==> config.mk <==
export PLATFORM = sky130hd
export DESIGN_NAME = timer_controller
export DESIGN_NICKNAME = d
export VERILOG_FILES = /design/src/rtl/timer_ctrl_pkg.sv /design/src/rtl/timer_controller_prescaler.sv /design/src/rtl/timer_controller.sv
export SDC_FILE = /design/constraint.sdc
export NUM_CORES = 1
export LEC_CHECK = 0
export ABC_AREA = 0
export CAP_MARGIN = 20
export CORE_MARGIN = 3
export CORE_UTILIZATION = 47
export CTS_CLUSTER_DIAMETER = 30
export DETAILED_ROUTE_END_ITERATION = 10
export PLACE_DENSITY = 0.81
export SYNTH_ARGS = -nofsm -noshare
export SYNTH_HDL_FRONTEND = slang
export SYNTH_SLANG_ARGS = --single-unit
==> constraint.sdc <==
create_clock -name clock -period 2.5 [get_ports clock]
set_clock_uncertainty 0.15 [all_clocks]
set_input_delay 0.5 -clock clock [delete_from_list [all_inputs] [get_ports clock]]
set_output_delay 0.5 -clock clock [all_outputs]
set_load 0.05 [all_outputs]
==> src/rtl/timer_ctrl_pkg.sv <==
// Shared types and constants for the countdown timer sequencing controller.
package timer_ctrl_pkg;

  localparam int DIGIT_W    = 4;
  localparam int NUM_DIGITS = 4;
  localparam int DATA_W     = DIGIT_W * NUM_DIGITS;

  localparam logic [DIGIT_W-1:0] MAX_DIGIT    = 4'd9;
  localparam logic [DIGIT_W-1:0] MAX_SEC_TENS = 4'd5;

  typedef enum logic [2:0] {
    IDLE    = 3'd0,
    LOAD    = 3'd1,
    RUNNING = 3'd2,
    PAUSED  = 3'd3,
    DONE    = 3'd4
  } state_e;

  // A preset is startable when it is non-zero and its seconds-tens digit is a real MOD6 value.
  function automatic logic preset_ok(input logic [DATA_W-1:0] preset);
    return (preset != '0) && (preset[2*DIGIT_W-1:DIGIT_W] <= MAX_SEC_TENS);
  endfunction

endpackage

==> src/rtl/timer_controller_prescaler.sv <==
// Tick prescaler: counts 0..CLK_DIV-1 while run is high, holds otherwise; restart zeroes it.
module tick_prescaler #(
  parameter int CLK_DIV = 4
) (
  input  logic clock,
  input  logic clr,
  input  logic run_i,
  input  logic restart_i,
  output logic wrap_o
);

  localparam int                CNT_W = (CLK_DIV > 1) ? $clog2(CLK_DIV) : 1;
  localparam logic [CNT_W-1:0]  LAST  = CNT_W'(CLK_DIV - 1);

  logic [CNT_W-1:0] cnt_q;
  logic [CNT_W-1:0] cnt_d;

  always_comb begin
    // NOTE: default assignment first so every path drives cnt_d and no latch is inferred.
    cnt_d = cnt_q;
    if (restart_i) begin
      cnt_d = '0;
    end else if (run_i) begin
      cnt_d = (cnt_q == LAST) ? '0 : cnt_q + CNT_W'(1);
    end
  end

  // NOTE: state registers use non-blocking assignment so all flops update together at the edge.
  always_ff @(posedge clock or posedge clr) begin
    if (clr) begin
      cnt_q <= '0;
    end else begin
      cnt_q <= cnt_d;
    end
  end

  assign wrap_o = run_i && !restart_i && (cnt_q == LAST);

endmodule

==> src/rtl/timer_controller.sv <==
// Countdown timer sequencing controller: keypad preset, load/run/pause/done FSM, tick enable, heat drive.
// Optional door interlock compiled in with `define DOOR_INTERLOCK_EN.
module timer_controller
  import timer_ctrl_pkg::*;
#(
  parameter int CLK_DIV = 4
) (
  input  logic              clock,
  input  logic              clr,
  input  logic              keypad_valid,
  input  logic [DIGIT_W-1:0] keypad_digit,
  input  logic              start,
  input  logic              stop,
  input  logic              cancel,
  input  logic              door_open,
  input  logic              timer_zero,
  output logic [DATA_W-1:0] timer_data,
  output logic              timer_loadn,
  output logic              timer_clrn,
  output logic              timer_enable,
  output logic              heat_on,
  output logic              done,
  output logic              err
);

  state_e              state_q, state_d;
  logic [DATA_W-1:0]   data_q, data_d;
  logic                loadn_q, clrn_q, enable_q, heat_q, done_q, err_q;
  logic                err_d, enable_d, clear_chain;
  logic                run, restart, wrap;
  logic                door_block;

`ifdef DOOR_INTERLOCK_EN
  assign door_block = door_open;
`else
  logic unused_door_open;
  assign unused_door_open = door_open;
  assign door_block       = 1'b0;
`endif

  always_comb begin
    state_d     = state_q;
    data_d      = data_q;
    err_d       = 1'b0;
    clear_chain = 1'b0;
    if (cancel) begin
      state_d     = IDLE;
      clear_chain = 1'b1;
    end else begin
      case (state_q)
        IDLE: begin
          if (start && !stop) begin
            if (!preset_ok(data_q) || door_block) begin
              err_d = 1'b1;
            end else begin
              state_d = LOAD;
            end
          end else if (!start && !stop && keypad_valid && (keypad_digit <= MAX_DIGIT)) begin
            data_d = {data_q[DATA_W-DIGIT_W-1:0], keypad_digit};
          end
        end
        LOAD: state_d = RUNNING;
        RUNNING: begin
          if (stop || door_block) begin
            state_d = PAUSED;
          end else if (timer_zero) begin
            state_d = DONE;
          end
        end
        PAUSED: begin
          if (stop) begin
            state_d     = IDLE;
            clear_chain = 1'b1;
          end else if (start && !door_block) begin
            state_d = RUNNING;
          end
        end
        DONE: begin
          if (start || stop) begin
            state_d     = IDLE;
            clear_chain = 1'b1;
          end
        end
        default: state_d = IDLE;
      endcase
    end
    if (clear_chain) begin
      data_d = '0;
    end
  end

  // The prescaler only advances on cycles that stay in RUNNING, so a pause freezes it mid-count.
  assign run      = (state_q == RUNNING) && (state_d == RUNNING);
  assign restart  = (state_d == LOAD);
  assign enable_d = wrap && !timer_zero;

  tick_prescaler #(
    .CLK_DIV (CLK_DIV)
  ) u_prescaler (
    .clock     (clock),
    .clr       (clr),
    .run_i     (run),
    .restart_i (restart),
    .wrap_o    (wrap)
  );

  always_ff @(posedge clock or posedge clr) begin
    if (clr) begin
      state_q  <= IDLE;
      data_q   <= '0;
      loadn_q  <= 1'b1;
      clrn_q   <= 1'b0;
      enable_q <= 1'b0;
      heat_q   <= 1'b0;
      done_q   <= 1'b0;
      err_q    <= 1'b0;
    end else begin
      state_q  <= state_d;
      data_q   <= data_d;
      loadn_q  <= (state_d != LOAD);
      clrn_q   <= !clear_chain;
      enable_q <= enable_d;
      heat_q   <= (state_d == RUNNING);
      done_q   <= (state_d == DONE);
      err_q    <= err_d;
    end
  end

  assign timer_data   = data_q;
  assign timer_loadn  = loadn_q;
  assign timer_clrn   = clrn_q;
  assign timer_enable = enable_q;
  assign heat_on      = heat_q;
  assign done         = done_q;
  assign err          = err_q;

endmodule

### Word-level counts from Yosys, hierarchy flattened

Cells that the tools add are included.

* input port bits: 12
* output and inout port bits: 22
* logic and storage cells: 69
* bits in registers: 27

* magnitude comparators: 2
* add/sub/neg operators: 1
* reduce and logical (&&, ||, !) cells: 21
* muxes and demuxes: 25
* eq/ne operators: 11

Operators by type and width (count)
* 16-bit two-way mux: 5
* 3-bit two-way mux: 8
* 16-bit nonzero test: 1
* 3-bit case mux with 5 select lines: 1
* 3-bit by 2-bit equality test with 1-bit output, second input constant: 3
* 1-bit logical AND: 9
* 1-bit two-way mux: 7
* 3-bit by 1-bit equality test with 1-bit output, second input constant: 2
* 3-bit equality test, second input constant: 2
* 2-bit two-way mux: 3
* 2-bit nonzero test: 3
* 1-bit zero test: 5
* 4-bit by 3-bit <= comparator with 1-bit output, second input constant: 1
* 4-bit <= comparator, second input constant: 1
* 4-bit AND reduction: 1
* 3-bit zero test: 1
* 3-bit by 1-bit != test with 1-bit output, second input constant: 1
* 2-bit by 1-bit adder with 2-bit output, second input constant: 1
* 2-bit equality test, second input constant: 1
* 2-bit by 1-bit != test with 1-bit output, second input constant: 1
* 2-bit != test, second input constant: 1
* 1-bit case mux with 2 select lines: 1
* 1-bit logical OR: 1

### Logic depth before layout (Yosys ltp)

Gate-level depths: netlist of run 1.

* depth in word-level cells: 11
* gate-level depth with buffers: 7

### By module

From an unflattened synthesis of run 1, not the netlist that was laid out.

* cells, all modules: 117
* area, all modules: 1301.2 um^2

By module, submodules not included
* timer_controller: seq. area each 626.9 um^2, instances 1, area each 1189.9 um^2, cells each 106
* tick_prescaler: seq. area each 50.0 um^2, instances 1, area each 111.4 um^2, cells each 11

### Least setup slack after synthesis of run 1

OpenSTA, ideal clock, no wires.

* path type: flip-flop to flip-flop
* from: register data_q[6] (netlist: timer_data[6])
* to: register heat_q (netlist: heat_on)
* data arrival time: 1.787 ns
* clock period less this slack: 2.056 ns
* setup time: 0.120 ns
* slack: 0.444 ns
* stages on the path, launching flop included: 5
* cell sequence: dfrtp_1 -> a21o_1 -> or4b_1 -> or3_1 -> and3_1

* cells in the longest elaborated chain, start to end: 7
* elaborated cells between the ends (all ways): 8

Ends and longest elaborated chain
* from (decl): line timer_controller.sv:27 `logic [DATA_W-1:0] data_q, data_d;`
* from (signal assigned): line timer_controller.sv:119 `data_q <= data_d;`
* 4-bit by 3-bit <= comparator with 1-bit output / 16-bit nonzero test (equally long branches): line timer_ctrl_pkg.sv:21 `return (preset != '0) && (preset[2*DIGIT_W-1:DIGIT_W] <= MAX_SEC_TENS);`
* 1-bit logical AND *: line timer_ctrl_pkg.sv:21
* 3-bit two-way mux *: line timer_controller.sv:53 `if (!preset_ok(data_q) || door_block) begin`
* 3-bit two-way mux *: line timer_controller.sv:52 `if (start && !stop) begin`
* 3-bit case mux with 5 select lines *: line timer_controller.sv:50 `case (state_q)`
* 3-bit two-way mux *: line timer_controller.sv:46 `if (cancel) begin`
* 3-bit by 2-bit equality test with 1-bit output *: line timer_controller.sv:123 `heat_q <= (state_d == RUNNING);`
* to (signal assigned): line timer_controller.sv:123
* to (decl): line timer_controller.sv:28 `logic loadn_q, clrn_q, enable_q, heat_q, done_q, err_q;`

Mark *: on every way between the ends. The rest lies on a longest branch, timed or not.
A chain may end at the register's enable or synchronous reset.

### Worst setup path after layout of run 1

* from: register loadn_q (netlist: timer_loadn)
* to: output port timer_loadn

RTL lines
* from (decl): line timer_controller.sv:28
* from (signal assigned): line timer_controller.sv:120 `loadn_q <= (state_d != LOAD);`
* to (decl): line timer_controller.sv:18 `output logic timer_loadn,`

No word-level cell between the ends.

==> metrics.cfg, run 1 <==
[outcome]
status=complete, no violations

[route]
drc=0
first_pass_iters=4
vias=970
routedWlPerCell_um=14.39
detail_route.iter0.violations=8
ant_nets=0
wl_um=2489
vias_per_cell=5.607

[final_layout]
register_area_um2=676.9
multi_input_area_um2=513.0
drive_gt1_frac=0.09655
final_area_um2=1617
nets=159
syn_to_final_growth_pct=31.17
n_antenna_cell=0
fill_cells=204

[timing]
worstMarginPinSlew_ps=500.4
max_slew_margin=0.6654
setup_violations=0
fmax_mhz=435.5
report.final.slew_viol_count=0
finalHoldViolCount=0
finalCritPeriodShare=0.9184
setup_tns_ps=0
rsz0062_at_grt=no
fin_crit_ps=2296

[critical_path]
cp_cell_sequence=clkdlybuf4s50_1
crit_family=buffers and inverters
cp.required_ps=1850
crit_fanout=1
cp_slowest_cell=clkdlybuf4s50_1
reg2reg_to=heat_on$_DFF_PP0_
worstSetupPathType=flip-flop to output port
max_stage_delay_ps=790
reg2reg_from=timer_data[6]$_DFFE_PP0P_
cp-end-kind=output port
r2r_cells=4
start_kind=flip-flop
cp_data_arrival_time_ps=1650
cp_num_cells=1
rrSetupSlack_ps=600
crit_buf_inv=1

[die]
start_util=0.5267
fp.coreArea_um2=2340
die_x_um=57.21
design.die.area_um2=3272
ioPinCount=34
fp.dieH_um=57.21
num_rows=17

[synthesis]
netlist.area_leader.share=0.5279
synth_async_sr_flop_share=1.000
synth_fp_nets=123
synth_cell_type_count=30
synthTopCellsByArea=dfrtp_1 53%, mux2i_1 13%, nor2_1 7.3%
syn_avg_cell_area_um2=11.20
synth.largest_area_cell=dfrtp_1
syn_area_um2=1232
ys_warn_count=0
yosys_register_bits=27
synth-edff-count=0
synthCells=110
yosysMostFrequentCell=dfrtp_1
netlist_top_cells_count=26 x dfrtp_1, 24 x nor2_1, 16 x mux2i_1, 6 x nor4_1, 4 x buf_2
synth_seq_area_share=0.5492
synth_flop_cell=dfrtp_1

[clocking]
cts.path.max_buffers=2
path_clk_slew_ps=140
cts_tree=done
h-tree-depth=1
cts_sinks=27
ctsHoldBuffers=0
cts_resized=0
cts_made_buffers=3
clk_latency_ps=320
post_cts_buffers=0
root_buffer=clkbuf_4

[placed_design]
dpl_cell_area_um2=1587
hpwl_um=1892
portBuffers=32
place.gp.congestion=0.8491

[power_and_ir_drop]
p_clk_frac=0.257
finalPower_mw=0.7313
combPwrFrac=0.127
p_seq_frac=0.617
p_switching_mw=0.1851
leakagePower_nw=0.8067
power_switching_share=0.2531
max-vdd-ir-drop_mv=0.4412
power.density_nw_per_um2=452.4
p_int_mw=0.5462

[global_route]
antenna_found_initial=0
overflow=0
grt_pass1_vias=1022
grt_start_max_net_pins=28
grt_first_pass_wirelength_um=4457
grt_usage=0.1686

[worst_hold_path]
hp-class=input port to async pin

[flow_run]
cap_violations=0

-- worst max path at each step --
stage,startpoint,to,slack [ps]
CTS,timer_loadn$_DFF_PP1_,timer_loadn,190
floorplan,timer_data[6]$_DFFE_PP0P_,heat_on$_DFF_PP0_,440
global route,timer_data[5]$_DFFE_PP0P_,timer_data[5],160
finish,timer_loadn$_DFF_PP1_,timer_loadn,200
global placement,stop,u_prescaler.cnt_q[1]$_DFFE_PP0P_,240
detailed placement,stop,u_prescaler.cnt_q[0]$_DFFE_PP0P_,200
-- layout make-up --
type,instances,share of cell area
Multi-Input combinational cell,75,0.3173
Tap cell,28,0.02167
Timing Repair Buffer,36,0.2167
Clock inverter,1,0.004644
Inverter,3,0.006966
Sequential cell,27,0.4187
Clock buffer,3,0.01393
-- cell families after synthesis --
group                    count (synthesis)  synth area share
buffers and inverters                    8           0.03452
flip-flops                              27            0.5492
AND/OR/NAND/NOR                         50            0.2305
adder cells (fa/ha/maj)                  1           0.01015
multiplexers                            16            0.1299
AO/OA/AOI/OAI                            8           0.04569
-- flip-flops by register name, indices dropped and copies added (netlist names) --
| register | cells |
|---|---|
| done | 1 |
| u_prescaler.cnt_q | 2 |
| timer_enable | 1 |
| timer_data | 16 |
| timer_clrn | 1 |
| heat_on | 1 |
| err | 1 |
| state_q | 3 |
| timer_loadn | 1 |
-- cells in the final DEF, fill, tap and decap left out, drive strengths merged --
| cell type | count |
|---|---|
| a21boi | 2 |
| a21o | 1 |
| a21oi | 1 |
| a31o | 2 |
| a31oi | 1 |
| and3 | 1 |
| and4 | 1 |
| buf | 4 |
| clkbuf | 3 |
| clkdlybuf4s50 | 32 |
| clkinvlp | 1 |
| dfrtp | 26 |
| dfstp | 1 |
| ha | 1 |
| inv | 3 |
| mux2i | 16 |
| nand2 | 3 |
| nand2b | 1 |
| nand3 | 1 |
| nand3b | 3 |
| nor2 | 24 |
| nor3 | 1 |
| nor3b | 2 |
| nor4 | 7 |
| nor4b | 2 |
| o21ai | 1 |
| or3 | 3 |
| or4b | 1 |
-- worst reg2reg max path: stages, from the launching register on --
cell and delay (ps):
dfrtp_1 460, a21o_1 230, or4b_1 480, or3_1 320
and3_1 170
-- stage by stage --
stage                     hold slack (ps)  instances  utilization  worst slack, ps
final                               361.4        173       0.6909            203.9
after global routing                384.6        173       0.6909            162.9
after detailed placement            356.9        169       0.6781            197.5
after floorplan                     326.5        110            -            443.6
after global placement              341.3        169       0.6781            242.1
after CTS                           376.5        173       0.6909            189.5
-- per-layer routing --
| metal | track usage | share of wire |
|---|---|---|
| met1 | 0.2187 | 0.45 |
| met4 | 0.07947 | 0.012 |
| met2 | 0.2741 | 0.49 |
| met5 | 0 | 0 |
| met3 | 0.02941 | 0.051 |
-- power by group through the flow --
stage	Sequential [mW]	Combinational, mW	Clock (mW)
floorplan	0.472	0.0409	0
global placement	0.459	0.0911	0
detailed placement	0.459	0.0937	0
CTS	0.451	0.0940	0.192
global route	0.453	0.101	0.209
finish	0.451	0.0925	0.188
Power figures use the tool's default switching activity.
==> inputs of run 2 (changes only) <==
--- a/config.mk
+++ b/config.mk
@@ -6,6 +6,7 @@
 export NUM_CORES = 1
 export LEC_CHECK = 0
 export ABC_AREA = 0
+export ABC_CLOCK_PERIOD_IN_PS = 2500
 export CAP_MARGIN = 20
 export CORE_MARGIN = 3
 export CORE_UTILIZATION = 47
==> results of run 2 <==
Same layout as run 1: the final DEF is identical, and so are final timing and power.
==> inputs of run 3 (changes only) <==
--- a/config.mk
+++ b/config.mk
@@ -13,6 +13,7 @@
 export CTS_CLUSTER_DIAMETER = 30
 export DETAILED_ROUTE_END_ITERATION = 10
 export PLACE_DENSITY = 0.81
+export SKIP_LAST_GASP = 1
 export SYNTH_ARGS = -nofsm -noshare
 export SYNTH_HDL_FRONTEND = slang
 export SYNTH_SLANG_ARGS = --single-unit
==> results of run 3 <==
Same layout as run 1: the final DEF is identical, and so are final timing and power.
